`src/rtl/hs_npu_layer_scheduler.sv`:
```
// Layer descriptor queue for the NPU: buffers CPU-written descriptors and issues them one at a
// time over the exec handshake, with completion counting, drain interrupt and per-layer watchdog.
module hs_npu_layer_scheduler #(
  parameter int unsigned QUEUE_DEPTH    = 4,
  parameter int unsigned TIMEOUT_CYCLES = 65536
) (
  input  logic                             clk,
  input  logic                             rst_n,
  input  logic                             cmd_valid_i,
  output logic                             cmd_ready_o,
  input  logic [31:0]                      cmd_num_input_rows_i,
  input  logic [31:0]                      cmd_num_input_columns_i,
  input  logic [31:0]                      cmd_num_weight_rows_i,
  input  logic [31:0]                      cmd_num_weight_columns_i,
  input  logic                             cmd_reuse_inputs_i,
  input  logic                             cmd_reuse_weights_i,
  input  logic                             cmd_save_outputs_i,
  input  logic                             cmd_use_bias_i,
  input  logic                             cmd_use_sum_i,
  input  logic                             cmd_activation_select_i,
  input  logic [31:0]                      cmd_shift_amount_i,
  input  logic [31:0]                      cmd_base_address_i,
  input  logic [31:0]                      cmd_result_address_i,
  output logic                             exec_valid_o,
  input  logic                             exec_ready_i,
  output logic [31:0]                      num_input_rows_o,
  output logic [31:0]                      num_input_columns_o,
  output logic [31:0]                      num_weight_rows_o,
  output logic [31:0]                      num_weight_columns_o,
  output logic                             reuse_inputs_o,
  output logic                             reuse_weights_o,
  output logic                             save_outputs_o,
  output logic                             use_bias_o,
  output logic                             use_sum_o,
  output logic                             activation_select_o,
  output logic [31:0]                      shift_amount_o,
  output logic [31:0]                      base_address_o,
  output logic [31:0]                      result_address_o,
  input  logic                             layer_done_i,
  input  logic                             flush_i,
  input  logic                             clear_error_i,
  output logic                             busy_o,
  output logic [$clog2(QUEUE_DEPTH):0]     queue_count_o,
  output logic [31:0]                      layers_done_o,
  output logic                             irq_o,
  output logic                             error_o
);

  localparam int unsigned PtrW       = $clog2(QUEUE_DEPTH);
  localparam int unsigned CntW       = PtrW + 1;
  localparam int unsigned WdLimitInt = (TIMEOUT_CYCLES == 0) ? 0 : TIMEOUT_CYCLES - 1;
  localparam logic [31:0] WdLimit    = 32'(WdLimitInt);

  typedef struct packed {
    logic [31:0] num_input_rows;
    logic [31:0] num_input_columns;
    logic [31:0] num_weight_rows;
    logic [31:0] num_weight_columns;
    logic        reuse_inputs;
    logic        reuse_weights;
    logic        save_outputs;
    logic        use_bias;
    logic        use_sum;
    logic        activation_select;
    logic [31:0] shift_amount;
    logic [31:0] base_address;
    logic [31:0] result_address;
  } desc_t;

  typedef enum logic [1:0] {StIdle, StIssue, StRun, StError} state_e;

  state_e            state_q, state_d;
  desc_t             queue_q [QUEUE_DEPTH];
  desc_t             cmd_desc, head;
  logic [PtrW-1:0]   wr_ptr_q, rd_ptr_q;
  logic [CntW-1:0]   count_q;
  logic [31:0]       wd_q, layers_done_q;
  logic              irq_q;
  logic              full, push, pop, queue_clear, avail, wd_expire, run_done;

  assign cmd_desc = '{
    num_input_rows:     cmd_num_input_rows_i,
    num_input_columns:  cmd_num_input_columns_i,
    num_weight_rows:    cmd_num_weight_rows_i,
    num_weight_columns: cmd_num_weight_columns_i,
    reuse_inputs:       cmd_reuse_inputs_i,
    reuse_weights:      cmd_reuse_weights_i,
    save_outputs:       cmd_save_outputs_i,
    use_bias:           cmd_use_bias_i,
    use_sum:            cmd_use_sum_i,
    activation_select:  cmd_activation_select_i,
    shift_amount:       cmd_shift_amount_i,
    base_address:       cmd_base_address_i,
    result_address:     cmd_result_address_i
  };

  assign full        = (count_q == CntW'(QUEUE_DEPTH));
  // flush discards a same-cycle push, so it never lands in the queue
  assign push        = cmd_valid_i && cmd_ready_o && !flush_i;
  assign pop         = exec_valid_o && exec_ready_i;
  assign queue_clear = flush_i || (state_q == StError && clear_error_i);
  assign avail       = (count_q != '0) && !flush_i;
  assign run_done    = (state_q == StRun) && layer_done_i;
  assign wd_expire   = (TIMEOUT_CYCLES != 0) && (state_q == StRun) && (wd_q == WdLimit);

  always_ff @(posedge clk or negedge rst_n) begin
    if (!rst_n) begin
      state_q <= StIdle;
    end else begin
      state_q <= state_d;
    end
  end

  always_comb begin
    state_d = state_q;
    unique case (state_q)
      StIdle:  if (avail) state_d = StIssue;
      StIssue: begin
        if (pop) state_d = StRun;
        else if (flush_i) state_d = StIdle;
      end
      StRun: begin
        // completion wins over a coincident watchdog expiry
        if (layer_done_i) state_d = avail ? StIssue : StIdle;
        else if (wd_expire) state_d = StError;
      end
      StError: if (clear_error_i) state_d = StIdle;
      default: state_d = StIdle;
    endcase
  end

  always_comb begin
    exec_valid_o = (state_q == StIssue);
    busy_o       = (state_q == StIssue) || (state_q == StRun);
    error_o      = (state_q == StError);
    cmd_ready_o  = !full && (state_q != StError);
  end

  always_ff @(posedge clk or negedge rst_n) begin
    if (!rst_n) begin
      wr_ptr_q <= '0;
      rd_ptr_q <= '0;
      count_q  <= '0;
      for (int i = 0; i < QUEUE_DEPTH; i++) queue_q[i] <= '0;
    end else if (queue_clear) begin
      rd_ptr_q <= wr_ptr_q;
      count_q  <= '0;
    end else begin
      if (push) begin
        queue_q[wr_ptr_q] <= cmd_desc;
        wr_ptr_q          <= wr_ptr_q + PtrW'(1);
      end
      if (pop) rd_ptr_q <= rd_ptr_q + PtrW'(1);
      if (push && !pop) count_q <= count_q + CntW'(1);
      else if (pop && !push) count_q <= count_q - CntW'(1);
    end
  end

  always_ff @(posedge clk or negedge rst_n) begin
    if (!rst_n) begin
      wd_q          <= '0;
      layers_done_q <= '0;
      irq_q         <= 1'b0;
    end else begin
      wd_q          <= (state_q == StRun) ? wd_q + 32'd1 : '0;
      irq_q         <= run_done && !avail;
      if (run_done) layers_done_q <= layers_done_q + 32'd1;
    end
  end

  assign head                 = queue_q[rd_ptr_q];
  assign num_input_rows_o     = head.num_input_rows;
  assign num_input_columns_o  = head.num_input_columns;
  assign num_weight_rows_o    = head.num_weight_rows;
  assign num_weight_columns_o = head.num_weight_columns;
  assign reuse_inputs_o       = head.reuse_inputs;
  assign reuse_weights_o      = head.reuse_weights;
  assign save_outputs_o       = head.save_outputs;
  assign use_bias_o           = head.use_bias;
  assign use_sum_o            = head.use_sum;
  assign activation_select_o  = head.activation_select;
  assign shift_amount_o       = head.shift_amount;
  assign base_address_o       = head.base_address;
  assign result_address_o     = head.result_address;
  assign queue_count_o        = count_q;
  assign layers_done_o        = layers_done_q;
  assign irq_o                = irq_q;

endmodule

```
`config.mk`:
```
export PLATFORM = sky130hd
export DESIGN_NAME = hs_npu_layer_scheduler
export DESIGN_NICKNAME = d
export VERILOG_FILES = /design/src/rtl/hs_npu_layer_scheduler.sv
export SDC_FILE = /design/constraint.sdc
export NUM_CORES = 1
export LEC_CHECK = 0
export ABC_CLOCK_PERIOD_IN_PS = 2900
export CAP_MARGIN = 20
export CORE_ASPECT_RATIO = 1.2
export CORE_MARGIN = 4
export CORE_UTILIZATION = 40
export DETAILED_ROUTE_END_ITERATION = 8
export PLACE_DENSITY = 0.63
export SLEW_MARGIN = 15
export SYNTH_ARGS = -nofsm -noshare
export SYNTH_HDL_FRONTEND = slang
export SYNTH_SLANG_ARGS = --single-unit
```
`constraint.sdc`:
```
create_clock -name clk -period 2.9 [get_ports clk]
set_input_delay 0.435 -clock clk [delete_from_list [all_inputs] [get_ports clk]]
set_output_delay 0.435 -clock clk [all_outputs]
set_load 0.02 [all_outputs]
```
==> results of run 1 <==
==> critical path: stages (launching register included) <==
cell and delay (ns):
dfrtp_4 0.50, buf_12 0.15, buf_16 0.15, buf_12 0.15, buf_16 0.14, buf_12 0.12, mux4_2 0.43, buf_6 0.15
==> final cells by class <==
type,instances,share of cell area
flip-flops and latches,994,0.456
multi-input cells,1409,0.317
repair buffers,714,0.129
clock buffers,156,0.0578
well taps,1396,0.0320
clock inverters,38,0.00642
diodes,17,0.000780
inverters,10,0.000688
==> Yosys cell counts (7+ instances only) <==
cell and instances:
buf_4 88, clkbuf_1 26, nand4_1 17, xor2_1 28, buf_1 11, mux4_2 230
o21ai_0 10, xnor2_1 33, dfrtp_1 994, and2_1 7, nor2_1 36, inv_1 10
mux2_1 800, buf_2 34, mux2_2 121, nor4_1 7, ha_1 11, nand3_1 20
and4_1 9, and3_1 8, nand2_1 34
==> logic make-up (layout without fill, tap and decap cells) <==
kind of cell	Yosys count	in the layout
compound gates	23	23
xor+xnor	61	61
fa+ha+maj	12	12
buf+inv	170	918
flops	994	994
mux	1153	1153
other cells	0	17
simple gates	160	160
==> layer usage <==
layer | track usage | routed length (um) | vias up
met1 | 0.231 | 43000 | 13400
met4 | 0.0630 | 2600 | 32
met5 | 0 | 226 | -
met2 | 0.348 | 57400 | 555
met3 | 0.0602 | 7600 | 158
li1 | - | - | 10900
==> per-stage QoR <==
stage / setup TNS (ns) / worst slack [ns] / area, um^2 / cells
final: -0.501 / -0.0566 / 54500 / 4734
after global routing: -5.38 / -0.133 / 54500 / 4725
after CTS: -27.10 / -0.245 / 54300 / 4660
after detailed placement: 0 / 0.262 / 50600 / 4436
after global placement: 0 / 0.264 / 50600 / 4436
after floorplan: 0 / 0.735 / 43100 / 2573
==> timing repair <==
item / CTS / global route
resized for setup: 642 / 379
hold buffers: 1 / 0
buffers inserted: 21 / 57
endpoints found under the setup margin: 230 / 203
endpoints found under the hold margin: 34 / 0
cloned: 8 / 5
==> where the power goes <==
group	switching (W)	leakage (nW)	internal, W
Combinational	0.0137	9.89	0.0146
Clock	0.00552	1.73	0.00794
Sequential	0.00334	12.1	0.0204
==> worst max path at each step <==
stage                      from                        to  slack [ns]  cells past startpoint
finish              rd_ptr_q[0]  num_weight_columns_o[22]       -0.06                      7
global route        rd_ptr_q[0]  num_weight_columns_o[24]       -0.13                      6
CTS                 rd_ptr_q[0]         base_address_o[0]       -0.24                      4
detailed placement  rd_ptr_q[0]  num_weight_columns_o[16]        0.26                      4
global placement    rd_ptr_q[0]  num_weight_columns_o[16]        0.26                      4
floorplan            state_q[0]          queue_count_o[2]        0.73                      8
==> flip-flops by register name, summed over array words and instances (netlist names) <==
name,count
queue_q,920
layers_done_o,32
wd_q,32
queue_count_o,3
rd_ptr_q,2
state_q,2
wr_ptr_q,2
irq_o,1
==> metrics.md, run 1 <==
| Metric | Value |
|---|---|
| Die X | `308 um` |
| Via count | `25100` |
| Pwr dens | `1200 nW/um^2` |
| Mux cell area share after synthesis | `0.361` |
| Final global-route overflow total | `0` |
| Layout area overhead | `26.5%` |
| F_max | `338 MHz` |
| DIE AREA | `113000 um^2` |
| R2R depth | `7` |
| Cell Area, Synth | `43100 um^2` |
| Post-synthesis simple-gate area fraction | `0.0197` |
| Reg clk slew, reported paths | `0.06 ns` |
| Top post-synthesis cells by area | `dfrtp_1, mux2_1, mux4_2` |
| H-Tree Depth | `3` |
| Pins over their slew limit | `0` |
| Critical path arrival | `2.52 ns` |
| Final RePlAce weighted congestion | `0.771` |
| Max_slew headroom | `0.526` |
| RSZ-0062 raised after global routing | `yes` |
| R2r endpoint | `queue_q[728]` |
| Drt first pass iters | `6` |
| Clk sinks | `994` |
| Die height | `368 um` |
| Ys flop type | `dfrtp_1` |
| Mapped Avg Cell Area | `16.8 um^2` |
| CTS tree | `done` |
| Tmin final | `2.96 ns` |
| Reg2Reg Setup Slack | `0.38 ns` |
| Post-synth top area share | `0.577` |
| Yosys warning total | `0` |
| Xor-xnor portion of the synthesized cell area | `0.0124` |
| Synth Register Bits | `994` |
| Setup ws final | `-0.0566 ns` |
| DP HPWL | `75100 um` |
| Net count after synthesis | `2822` |
| Total CTS buffers | `104` |
| Fraction of the cycle the final worst path needs | `1.02` |
| Clk_skew | `0.0237 ns` |
| Pleak | `23.7 nW` |
| IO Pins | `507` |
| Most frequent cells in the layout | `dfrtp_1, mux2_1, clkdlybuf4s50_1, mux4_2, mux2_2` |
| # rows | `131` |
| Vias in the first global route | `28800` |
| CP Launch Type | `register` |
| Area occupied by multi-input gates | `17300 um^2` |
| Register Area | `24900 um^2` |
| Async set-reset flop share out of synthesis | `1.00` |
| Status | `finished, violations left` |
| Post-Route Utilization | `0.511` |
| Clock buffer depth | `3` |
| Post-synth EDFFs | `0` |
| Final hold slack | `0.275 ns` |
| Violated checks | `negative setup slack` |
| Clock root buffer master | `clkbuf_16` |
| Critical Path RT | `2.47 ns` |
| Final wirelength | `111000 um` |
| ANT nets after route | `0` |
| Layout cells sized above 1 | `0.291` |
| DRC Markers | `0` |
| Worst slew pin tran | `0.711 ns` |
| Setup CP Type | `register to output port` |
| Commonest non-fill, non-tap cell in the layout | `dfrtp_1` |
| Starting Density | `0.404` |
| Final setup fails | `22` |
| DR WL/cell | `23.4 um` |
| Nets | `3482` |
| Synth unique cells | `41` |
| Hold crit path type | `input port to asynchronous set/reset pin` |
| Synth area leader | `dfrtp_1` |
| Largest family of logic cells by synthesized area | `multiplexers` |
| Crit-path max FO | `8` |
| Peak supply drop | `0.000822 V` |
| Core area | `107000 um^2` |
| Hold Vio Cnt, Final | `0` |
| Total Power | `0.0655 W` |
| Share of the yosys chip area belonging to registers | `0.577` |
| Largest net degree at the start of global routing | `81` |
| Fillers | `8791` |
| Worst Setup End Kind | `output port` |
| First-pass GRT wire length | `173000 um` |
| Synth Area in Adders | `0.00365` |
| Avg Vias per Cell | `5.30` |
| Port Buffers | `506` |
| Clk_lat worst skew | `0.71 ns` |
| Synth Instances | `2573` |
| Compound-gate portion of the synthesized area | `0.00319` |
| Overall Global Routing Usage | `0.198` |
| DRT iter0 DRCs | `1094` |
| Antenna violations before repair | `32` |
| RR Startpoint | `state_q[1]` |
| Max Cap Violations | `0` |
No activity file was read; power rests on OpenSTA's default activity.
==> run 2, diff against run 1 <==
- CORE_UTILIZATION: 40 -> 56
- PLACE_DENSITY: 0.63 -> 0.83
==> run 2 against run 1 <==
Compared with the run above: the run now ends clean; first-iteration DRC count grew 21%; combinational power shrank 4%; register-to-register slack is essentially flat; sequential cell count is the same; clock skew shrank 0.0099 ns; sequential power is essentially flat; hold slack gained 0.056 ns; critical path depth shrank 1; critical path type unchanged.
==> metrics.md, run 2 (synthesis gave the netlist of run 1 again) <==
| Metric | Value |
|---|---|
| Total CTS buffers | `97` |
| Cell family with most CP delay | `buffers and inverters` |
| Max reg flops | `920` |
| Final wirelength | `107000 um` |
| DRT iter0 DRCs | `1320` |
| H-Tree Depth | `3` |
| Final RePlAce weighted congestion | `0.840` |
| First-pass GRT wire length | `167000 um` |
| Largest net degree at the start of global routing | `107` |
| Commonest non-fill, non-tap cell in the layout | `dfrtp_1` |
| Reg clk slew, reported paths | `0.06 ns` |
| Pleak | `23.3 nW` |
| Critical path arrival | `2.42 ns` |
| Final setup fails | `0` |
| Port Buffers | `506` |
| Status | `finished clean` |
| Slowest stage cell, crit path | `dfrtp_4` |
| Area occupied by multi-input gates | `17300 um^2` |
| Core area | `76400 um^2` |
| DRC Markers | `0` |
| CP Launch Type | `register` |
| Clk_lat worst skew | `0.65 ns` |
| Max stage delay on crit path | `0.52 ns` |
| Die X | `261 um` |
| Most frequent cells in the layout | `dfrtp_1, mux2_1, clkdlybuf4s50_1, mux4_2, buf_2` |
| IO Pins | `507` |
| Max_slew headroom | `0.598` |
| Tmin final | `2.86 ns` |
| Nets | `3413` |
| Clock buffer depth | `3` |
| Critical Path RT | `2.47 ns` |
| ANT nets after route | `0` |
| DP HPWL | `71800 um` |
| Starting Density | `0.565` |
| Layout area overhead | `23.8%` |
| Number of buffers and inverters on the critical path | `5` |
| F_max | `350 MHz` |
| Max Cap Violations | `0` |
| Finished Layout Cells | `4277` |
| Drt first pass iters | `5` |
| Clk_skew | `0.0139 ns` |
| CTS tree | `done` |
| Crit-path max FO | `10` |
| Die height | `312 um` |
| Setup CP Type | `register to output port` |
| Pins over their slew limit | `0` |
| Overall Global Routing Usage | `0.261` |
| Clk sinks | `994` |
| Antenna violations before repair | `20` |
| Vias in the first global route | `28400` |
| Avg Vias per Cell | `5.92` |
| Peak supply drop | `0.000931 V` |
| Fillers | `4716` |
| DIE AREA | `81500 um^2` |
| Pwr dens | `1190 nW/um^2` |
| RSZ-0062 raised after global routing | `yes` |
| Worst Setup End Kind | `output port` |
| CP cell instances | `buf_12 > buf_16 > buf_8 > clkbuf_16 > mux4_2 > buf_2` |
| # rows | `111` |
| Hold Vio Cnt, Final | `0` |
| Placed instance count | `4052` |
| Clock root buffer master | `clkbuf_16` |
| Hold crit path type | `input port to asynchronous set/reset pin` |
| Fraction of the cycle the final worst path needs | `0.986` |
| Worst slew pin tran | `0.598 ns` |
| TNS Setup | `0 ns` |
| Register Area | `24900 um^2` |
| Via count | `25300` |
| Top reg by flops | `queue_q` |
| Final global-route overflow total | `0` |
| DR WL/cell | `24.9 um` |
| Layout cells sized above 1 | `0.268` |
run 2: area by class of cell:
class | instances | share of cell area
repair buffers | 652 | 0.124
well taps | 1017 | 0.0238
clock buffers | 138 | 0.0536
flip-flops and latches | 994 | 0.466
diodes | 19 | 0.000890
clock inverters | 38 | 0.00743
inverters | 10 | 0.000703
multi-input cells | 1409 | 0.324
run 2: final timing paths:
path                       slack (ns)                     from                    to  cells past startpoint
max                              0.04              rd_ptr_q[0]  num_weight_rows_o[0]                      6
min                              0.33                    rst_n          queue_q[319]                      2
max reg2reg                      0.39               state_q[1]      queue_count_o[2]                      8
min reg2reg                      0.48                  wd_q[0]               wd_q[0]                      1
max in group asynchronous        1.51                    rst_n           rd_ptr_q[1]                      3
min in group clk                 0.44  cmd_num_input_rows_i[1]          queue_q[199]                      2
run 2: layer usage:
| metal | part of all wire | wire [um] | vias up | global-route usage |
|---|---|---|---|---|
| met4 | 0.031 | 3270 | 8 | 0.0862 |
| li1 | - | - | 10700 | - |
| met2 | 0.52 | 54900 | 698 | 0.446 |
| met5 | 0.00048 | 51 | - | 0 |
| met1 | 0.39 | 41300 | 13700 | 0.328 |
| met3 | 0.067 | 7110 | 177 | 0.0673 |
run 2: power by group:
part	switching (W)	internal (W)	leakage, nW
Combinational	0.0133	0.0138	9.57
Sequential	0.00355	0.0204	12.1
Clock	0.00530	0.00741	1.64
run 2: what timing repair did:
item                                    4_1_cts  5_1_grt
buffers inserted                             15        0
hold buffers                                  1        0
hold endpoints to repair                     31        0
pin swaps                                     0        0
endpoints found under the setup margin      230       55
gates resized for setup                     786       61
cloned                                       10        4
run 2: worst reg2reg max path, delay by kind of cell (launching register included):
| kind | cells | cell delay (ns) |
|---|---|---|
| and+or+nand+nor | 4 | 0.88 |
| DFF | 1 | 0.42 |
| AOI/OAI and AO/OA | 1 | 0.25 |
| adders and majority gates | 2 | 0.69 |
| xor gates and xnor gates | 1 | 0.15 |
run 2: stage by stage:
step / area (um^2) / util / setup slack (ns) / hold slack (ns) / power [W]
global route: 53400 / 0.699 / -0.0191 / 0.342 / 0.0670
detailed placement: 50200 / 0.657 / 0.234 / 0.417 / 0.0525
global placement: 50200 / 0.657 / 0.172 / 0.415 / 0.0510
finish: 53400 / 0.699 / 0.0415 / 0.331 / 0.0638
floorplan: 43100 / - / 0.735 / 0.139 / 0.0400
CTS: 53400 / 0.699 / -0.0653 / 0.315 / 0.0642
